--- src/rtl/srt_div_pkg.sv ---
// Shared widths and the IEEE-754 single-precision word layout for the SRT divider.
package srt_div_pkg;

    localparam int unsigned MANT_W  = 24;
    localparam int unsigned EXP_W   = 8;
    localparam int unsigned SHAMT_W = 5;
    localparam int unsigned FRAC_W  = MANT_W - 1;
    localparam int unsigned E_W     = 10;
    localparam int unsigned WORD_W  = 1 + EXP_W + FRAC_W;

    localparam logic [EXP_W-1:0] EXP_MAX = 8'hFF;

    typedef struct packed {
        logic              sign;
        logic [EXP_W-1:0]  exp;
        logic [FRAC_W-1:0] frac;
    } fp32_t;

endpackage

--- src/rtl/post_processing_if.sv ---
// Input/output bundle of the divider post-processing stage.
// PP_EXC_FLAGS_EN adds the overflow/underflow flag signals.
interface post_processing_if;
    import srt_div_pkg::*;

    logic               in_valid;
    logic [MANT_W-1:0]  result;
    logic [SHAMT_W-1:0] shift_nums;
    logic               right_shift;
    logic               resultsign;
    logic [EXP_W-1:0]   current_exponent;
    logic [WORD_W-1:0]  quotient;
    logic               out_valid;
`ifdef PP_EXC_FLAGS_EN
    logic               overflow;
    logic               underflow;
`endif

    modport master (
        output in_valid, result, shift_nums, right_shift, resultsign, current_exponent,
`ifdef PP_EXC_FLAGS_EN
        input  overflow, underflow,
`endif
        input  quotient, out_valid
    );

    modport slave (
        input  in_valid, result, shift_nums, right_shift, resultsign, current_exponent,
`ifdef PP_EXC_FLAGS_EN
        output overflow, underflow,
`endif
        output quotient, out_valid
    );

endinterface

--- src/rtl/pp_norm_shift.sv ---
// Combinational bidirectional mantissa shifter plus the matching exponent adjust.
module pp_norm_shift
    import srt_div_pkg::*;
(
    input  logic                   [MANT_W-1:0]  result_i,
    input  logic                   [SHAMT_W-1:0] shift_nums_i,
    input  logic                                 right_shift_i,
    input  logic                   [EXP_W-1:0]   exponent_i,
    output logic                   [MANT_W-1:0]  m_c_o,
    output logic signed            [E_W-1:0]     e_c_o
);

    logic signed [E_W-1:0] exp_s;
    logic signed [E_W-1:0] shamt_s;

    // Zero-extend both operands so the 10-bit signed sum can go negative or above 255.
    assign exp_s   = $signed({{(E_W-EXP_W){1'b0}}, exponent_i});
    assign shamt_s = $signed({{(E_W-SHAMT_W){1'b0}}, shift_nums_i});

    always_comb begin
        m_c_o = result_i << shift_nums_i;
        e_c_o = exp_s - shamt_s;
        if (right_shift_i) begin
            m_c_o = result_i >> shift_nums_i;
            e_c_o = exp_s + shamt_s;
        end
    end

endmodule

--- src/rtl/post_processing.sv ---
// SRT divider final stage: normalise, saturate/flush, pack an IEEE-754 single word.
// PP_EXC_FLAGS_EN adds registered overflow/underflow flags.
module post_processing
    import srt_div_pkg::*;
(
    input  logic              clk,
    input  logic              rst,
    post_processing_if.slave  pp
);

    localparam logic signed [E_W-1:0] E_OVF  = 10'sd255;
    localparam logic signed [E_W-1:0] E_ZERO = 10'sd0;

    logic [MANT_W-1:0]     m_c;
    logic signed [E_W-1:0] e_c;
    logic                  m_msb_unused;

    fp32_t quotient_d, quotient_q;
    logic  out_valid_q;
    logic  ovf_d, ovf_q;
    logic  unf_d, unf_q;

    pp_norm_shift u_norm (
        .result_i      (pp.result),
        .shift_nums_i  (pp.shift_nums),
        .right_shift_i (pp.right_shift),
        .exponent_i    (pp.current_exponent),
        .m_c_o         (m_c),
        .e_c_o         (e_c)
    );

    // The implicit leading one is not stored and is not checked here.
    assign m_msb_unused = m_c[MANT_W-1];

    // Special-case priority: zero result, then overflow, then underflow.
    always_comb begin
        quotient_d = quotient_q;
        ovf_d      = ovf_q;
        unf_d      = unf_q;
        if (pp.in_valid) begin
            ovf_d = 1'b0;
            unf_d = 1'b0;
            quotient_d.sign = pp.resultsign;
            quotient_d.exp  = e_c[EXP_W-1:0];
            quotient_d.frac = m_c[FRAC_W-1:0];
            if (pp.result == '0) begin
                quotient_d.exp  = '0;
                quotient_d.frac = '0;
            end else if (e_c >= E_OVF) begin
                quotient_d.exp  = EXP_MAX;
                quotient_d.frac = '0;
                ovf_d           = 1'b1;
            end else if (e_c <= E_ZERO) begin
                quotient_d.exp  = '0;
                quotient_d.frac = '0;
                unf_d           = 1'b1;
            end
        end
    end

    always_ff @(posedge clk or posedge rst) begin
        if (rst) begin
            quotient_q  <= '0;
            out_valid_q <= 1'b0;
            ovf_q       <= 1'b0;
            unf_q       <= 1'b0;
        end else begin
            quotient_q  <= quotient_d;
            out_valid_q <= pp.in_valid;
            ovf_q       <= ovf_d;
            unf_q       <= unf_d;
        end
    end

    assign pp.quotient  = quotient_q;
    assign pp.out_valid = out_valid_q;
`ifdef PP_EXC_FLAGS_EN
    assign pp.overflow  = ovf_q;
    assign pp.underflow = unf_q;
`endif

endmodule

--- src/flat_wrapper.sv ---
// flat-port wrapper written by rule: the top's interface ports become plain ports
module post_processing_flat import srt_div_pkg::*;
  (clk, rst, pp_in_valid, pp_result, pp_shift_nums, pp_right_shift, pp_resultsign, pp_current_exponent, pp_quotient, pp_out_valid);
  post_processing_if pp_i ();
  input  logic clk;
  input  logic rst;
  input wire logic [$bits(pp_i.in_valid)-1:0] pp_in_valid;
  input wire logic [$bits(pp_i.result)-1:0] pp_result;
  input wire logic [$bits(pp_i.shift_nums)-1:0] pp_shift_nums;
  input wire logic [$bits(pp_i.right_shift)-1:0] pp_right_shift;
  input wire logic [$bits(pp_i.resultsign)-1:0] pp_resultsign;
  input wire logic [$bits(pp_i.current_exponent)-1:0] pp_current_exponent;
  output wire logic [$bits(pp_i.quotient)-1:0] pp_quotient;
  output wire logic [$bits(pp_i.out_valid)-1:0] pp_out_valid;
  assign pp_i.in_valid = pp_in_valid;
  assign pp_i.result = pp_result;
  assign pp_i.shift_nums = pp_shift_nums;
  assign pp_i.right_shift = pp_right_shift;
  assign pp_i.resultsign = pp_resultsign;
  assign pp_i.current_exponent = pp_current_exponent;
  assign pp_quotient = pp_i.quotient;
  assign pp_out_valid = pp_i.out_valid;
  post_processing u_core (.clk(clk), .rst(rst), .pp(pp_i));
endmodule
--- config.mk ---
export PLATFORM = sky130hd
export DESIGN_NAME = post_processing_flat
export DESIGN_NICKNAME = d
export VERILOG_FILES = /design/src/rtl/srt_div_pkg.sv /design/src/rtl/post_processing_if.sv /design/src/rtl/pp_norm_shift.sv /design/src/rtl/post_processing.sv /design/src/flat_wrapper.sv
export SDC_FILE = /design/constraint.sdc
export NUM_CORES = 1
export LEC_CHECK = 0
export CAP_MARGIN = 20
export CORE_ASPECT_RATIO = 1.2
export CORE_MARGIN = 2
export CORE_UTILIZATION = 50
export DETAILED_ROUTE_END_ITERATION = 10
export PLACE_DENSITY = 0.76
export SLEW_MARGIN = 40
export SYNTH_ARGS = -nofsm -noshare
export SYNTH_HDL_FRONTEND = slang
export SYNTH_SLANG_ARGS = --single-unit
--- constraint.sdc ---
create_clock -name clk -period 0.9 [get_ports clk]
set_input_delay 0.09 -clock clk [delete_from_list [all_inputs] [get_ports clk]]
set_output_delay 0.09 -clock clk [all_outputs]
set_load 0.02 [all_outputs]
Word level (Yosys, flattened, before mapping)
Index checks and enable logic that the tools add are counted.
{"block": "classes", "n_addsub": 2, "mul": 0, "div": 0, "magnitude_cmp": 2, "n_eq_ne": 0, "shift": 2, "n_mux": 5, "bitwise_logic": 0, "n_reduce_logical": 1}
{"operator": "$mux 31", "count": 3}
{"operator": "$logic_not 24->1", "count": 1}
{"operator": "$shl 24x5->23", "count": 1}
{"operator": "$shr 24x5->23", "count": 1}
{"operator": "$mux 23", "count": 1}
{"operator": "$ge 10x9->1 const B", "count": 1}
{"operator": "$le 10x1->1 const B", "count": 1}
{"operator": "$mux 10", "count": 1}
{"operator": "$add 8x5->9", "count": 1}
{"operator": "$sub 8x5->9", "count": 1}
{"block": "totals", "regBits": 33, "latch_bits": 0, "mem_bits_rw": 0, "rom_bits": 0, "inputBits": 42, "output_inout_bits": 33, "mem_count": 0}

Logic depth before layout (Yosys ltp)
Gate-level depths: netlist (run 1).
{"block": "depth", "ltp_word": 6, "ltp_mapped": 14, "depth_no_buf": 11}

Modules after synthesis
From an unflattened synthesis (run 1), not the netlist that was laid out.
{"block": "hier_totals", "cells_unflattened": 623, "area_unflattened_um2": 4928.5}
{"mod": "pp_norm_shift", "instances": 1, "cells_each": 491, "area_each_um2": 3425.8, "seq_area_each_um2": 0.0}
{"mod": "post_processing", "instances": 1, "cells_each": 132, "area_each_um2": 1502.7, "seq_area_each_um2": 825.8}

Least setup slack after synthesis (run 1)
OpenSTA, ideal clock, no wires.
{"block": "synth_path", "kind": "input -> register", "start": "input pp_shift_nums[2]", "end": "register u_core.quotient_q, in the netlist u_core.pp.quotient[21]", "setup_time_ns": 0.121, "arrival_time_ns": 3.144, "required_time_ns": 0.779, "slack_ns": -2.364, "stages": 14, "path_buffers": 5, "cell_sequence": "clkinv_1 -> clkbuf_1 -> buf_1 -> ha_1 -> buf_6 -> a21oi_1 -> a211oi_1 -> nor4_4 -> nor3b_2 -> or4b_4 -> a2bb2o_4 -> buf_8 -> buf_12 -> o2bb2ai_2"}
{"block": "synth_via", "elab_chain_cells": 6, "elab_cells_between_ends": 11, "cone_classes": "2 x add/sub; 2 x order compare; 2 x shift; 5 x mux"}
{"item": "start, declared", "line": "flat_wrapper.sv:9", "rtl": "input wire logic [$bits(pp_i.shift_nums)-1:0] pp_shift_nums;"}
{"item": "$sub 8x5->9 / $add 8x5->9 (equally long branches)", "line": "pp_norm_shift.sv:22, pp_norm_shift.sv:25"}
{"item": "$mux 10", "line": "pp_norm_shift.sv:23", "rtl": "if (right_shift_i) begin"}
{"item": "$le 10x1->1", "line": "post_processing.sv:53", "rtl": "end else if (e_c <= E_ZERO) begin"}
{"item": "$mux 31", "line": "post_processing.sv:53"}
{"item": "$mux 31 (*)", "line": "post_processing.sv:49", "rtl": "end else if (e_c >= E_OVF) begin"}
{"item": "$mux 31 (*)", "line": "post_processing.sv:46", "rtl": "if (pp.result == '0) begin"}
{"item": "end signal, assigned", "line": "post_processing.sv:68", "rtl": "quotient_q <= quotient_d;"}
{"item": "end, declared", "line": "post_processing.sv:18", "rtl": "fp32_t quotient_d, quotient_q;"}
Mark *: on every way between the ends. The rest lies on a longest branch, timed or not.
A chain may end at the register's enable or synchronous reset.

Final worst setup path (run 1)
{"block": "layout_path", "start": "input pp_shift_nums[0]", "end": "register u_core.quotient_q, in the netlist u_core.pp.quotient[17]"}
Same word-level chain as after synthesis.

==> results of run 1 <==
routing by layer:
| metal | routed length, µm | vias to the layer above |
|---|---|---|
| met1 | 6330 | 2411 |
| met5 | 0 | - |
| li1 | - | 2232 |
| met2 | 8030 | 253 |
| met4 | 640 | 0 |
| met3 | 963 | 62 |
critical path, cell delays in order:
cell and delay [ns]:
buf_8 0.10, ha_4 0.15, fa_2 0.38, nor3b_4 0.18, o311a_4 0.36, nor4_4 0.30, nand3_2 0.10, or4b_4 0.54
a2bb2o_4 0.29, buf_6 0.14, buf_6 0.10, o2bb2ai_2 0.05
final cells by class:
cell class | count | area [µm²]
multi-input combinational | 375 | 3680
timing repair buffer | 230 | 2030
fill | 541 | 1770
sequential | 33 | 826
tap | 117 | 146
inverter | 15 | 87.6
clock buffer | 7 | 86.3
clock inverter | 1 | 30.0
state kept, by name, indices dropped and copies added (netlist names):
register / count
u_core.pp.quotient: 32
u_core.pp.out_valid: 1
cells in the mapped netlist, drive strengths merged, types with 6 or more instances:
cell	instances	area, µm²
mux4	40	901
dfrtp	33	826
nand2	33	124
mux2i	32	320
nor2	32	120
a21oi	30	150
clkbuf	28	105
o21ai	24	120
o2bb2ai	21	309
buf	15	130
nand3	15	80.1
inv	14	52.6
nor3	13	70.1
nor4	13	111
o211ai	13	97.6
ha	11	138
a22oi	9	67.6
nand2b	7	43.8
o22ai	7	43.8
a211oi	6	45.0
nor2b	6	37.5
how the worst min path moves through the flow:
stage,slack (ns),to,depth (start not counted),start
floorplan,0.12,u_core.pp.out_valid,0,pp_in_valid
global placement,0.45,u_core.pp.quotient[7],3,rst
detailed placement,0.46,u_core.pp.quotient[7],3,rst
CTS,0.17,u_core.pp.quotient[24],3,rst
global route,0.18,u_core.pp.quotient[7],3,rst
finish,0.15,u_core.pp.quotient[7],3,rst
kinds of logic (layout without fill, tap and decap cells):
| logic type | after synthesis | in the layout | share of synthesized area [%] |
|---|---|---|---|
| AND/OR/NAND/NOR | 141 | 141 | 17.1 |
| AO/OA/AOI/OAI | 143 | 143 | 25.6 |
| adder cells (fa/ha/maj) | 13 | 13 | 3.94 |
| XOR/XNOR | 1 | 1 | 0.194 |
| buffers and inverters | 58 | 253 | 6.47 |
| multiplexers | 77 | 77 | 28.4 |
| flip-flops | 33 | 33 | 18.3 |
metrics by stage:
stage / utilization, % / instances / hold slack (ns)
2_1_floorplan: - / 466 / 0.121
3_3_place_gp: 72.7 / 741 / 0.447
5_1_grt: 79.6 / 778 / 0.175
6_report: 79.6 / 778 / 0.152
4_1_cts: 78.2 / 773 / 0.166
3_5_place_dp: 72.7 / 741 / 0.464
what timing repair did:
item	CTS	global route
setup buffers	23	7
gates cloned	1	0
setup endpoints to repair	65	64
resized for setup	235	24
pin swaps	16	7
where the power goes:
part / internal, mW / switching, mW
Combinational: 2.23 / 2.03
Sequential: 1.67 / 0.157
Clock: 0.902 / 0.548
==> flow_summary.toml, run 1 <==
[grt]
number_of_global_route_vias_before_repair = 4893
grt_antenna_before_repair = 0
grt_pass1_wl_um = 25000
grt-ovfl-total = 0
grt.total_usage_pct = 32.1
groute.layer.met1.usage_pct = 40.4
busiest_layer = "met2"
global_route.usage.met2_pct = 55.7
globalRouteMet3Util_pct = 4.81
grt_max_degree = 53

[floorplanning]
io_pins = 75
die_w_um = 90.7
core-area_um2 = 8660
design.die.area_um2 = 9790
fp-row-count = 37
die_height_um = 108
floorplan.initialDensity_pct = 52.0

[clock_network]
numCtsBuffers = 5
cts_tree = "built"
cts.clk_slew.worst_paths_ns = 0.07
numClockSinks = 33
clock_tree.root_cell = "clkbuf_8"
cts-hold-fix-buffers = 0
clk_path_buf_depth = 2
ctsHtreeMaxLevel = 2
clk_latency_ns = 0.29

[setup_path]
setup.worst_path.start_class = "input pin"
worst_setup_path_startpoint = "pp_shift_nums[0]"
worstSetupEndpointType = "flip-flop"
critical_path_at_ns = 2.78
regToRegSetupSlack_ns = -0.08
worst_setup_path_endpoint = "u_core.pp.quotient[17]"
worst-endpoint-required_ns = 1.08
worst-setup-path-type = "in -> reg"
timing.critical_path.fanout_max = 6
timing.reg2reg.worst_path_depth = 3
crit-reg2reg-launch = "u_core.pp.quotient[26]"
r2r_end = "u_core.pp.quotient[26]"

[sta]
final.setup.worst_slack_ns = -1.70
report.final.slew_viol_count = 0
finalHoldViolations = 0
tightestPinTransition_ns = 0.544
setup_violations = 63
worst_slew_margin_pct = 63.7
fin_crit_sh_pct = 289
final_critical_path_required_period_ns = 2.60
fin_setup_tns_ns = -50.65
grt_setup_unrepaired = "true"
fin_worst_skew_ns = 0
max_freq_mhz = 385

[detailed_routing]
antenna_violating_nets_remaining = 0
drt-pass1-iter-count = 5
wl_per_cell_um = 20.5
viasPerCell = 6.37
wirelength_um = 16000
drt-initial-drc-count = 552
drt_drc_violations_left = 0
num_vias = 4958

[placement]
final_weighted_congestion_in_routability_driven_placement = 1.02
hpwl_um = 11000
placement.io_buffers = 74
post_dp_cell_area_um2 = 6290
dp_worst_setup_slack_ns = -2.28

[logic_synthesis]
synth-seq-cells = 33
ys_types = 66
top_reg_cell_synth = "dfrtp_1"
post_synth_edffs = 0
avgSynthCellArea_um2 = 9.67
synth.yosys.seq_area_share_pct = 18.3
syn_area_um2 = 4510
async_reset_ff_share_pct = 100
synthesis.nets = 521
syn-instance-count = 466
yosysWarningCount = 0

[run_status]
run_status = "finished, violations left"
failed_checks = "setup timing"

[run]
max_capacitance_violation_count = 0

[cells_and_area]
final_area_um2 = 6890
antennaDiodeCount = 0
layout.cells.most_common = "buf_4"
nNetsFinal = 715
layout_common_cells = "143 x buf_4, 44 x buf_6, 40 x mux4_2, 33 x dfrtp_1"
layout-area-overhead-vs-synth_pct = 52.9
drive_gt1_share_pct = 47.8

[power_and_ir_drop]
p_total_mw = 7.54
static-leakage-power_nw = 2.93
max-vdd-ir-drop_mv = 0.542
power.density_cell_area_nw_per_um2 = 1090

[hold_path]
holdCritPathClass = "in -> async"
(Power assumes the default switching activity.)
==> run 2, diff against run 1 <==
Settings changed: TNS_END_PERCENT from default to 100.
==> results of run 2 <==
The final DEF is identical to that of run 1; final timing and power are the same.
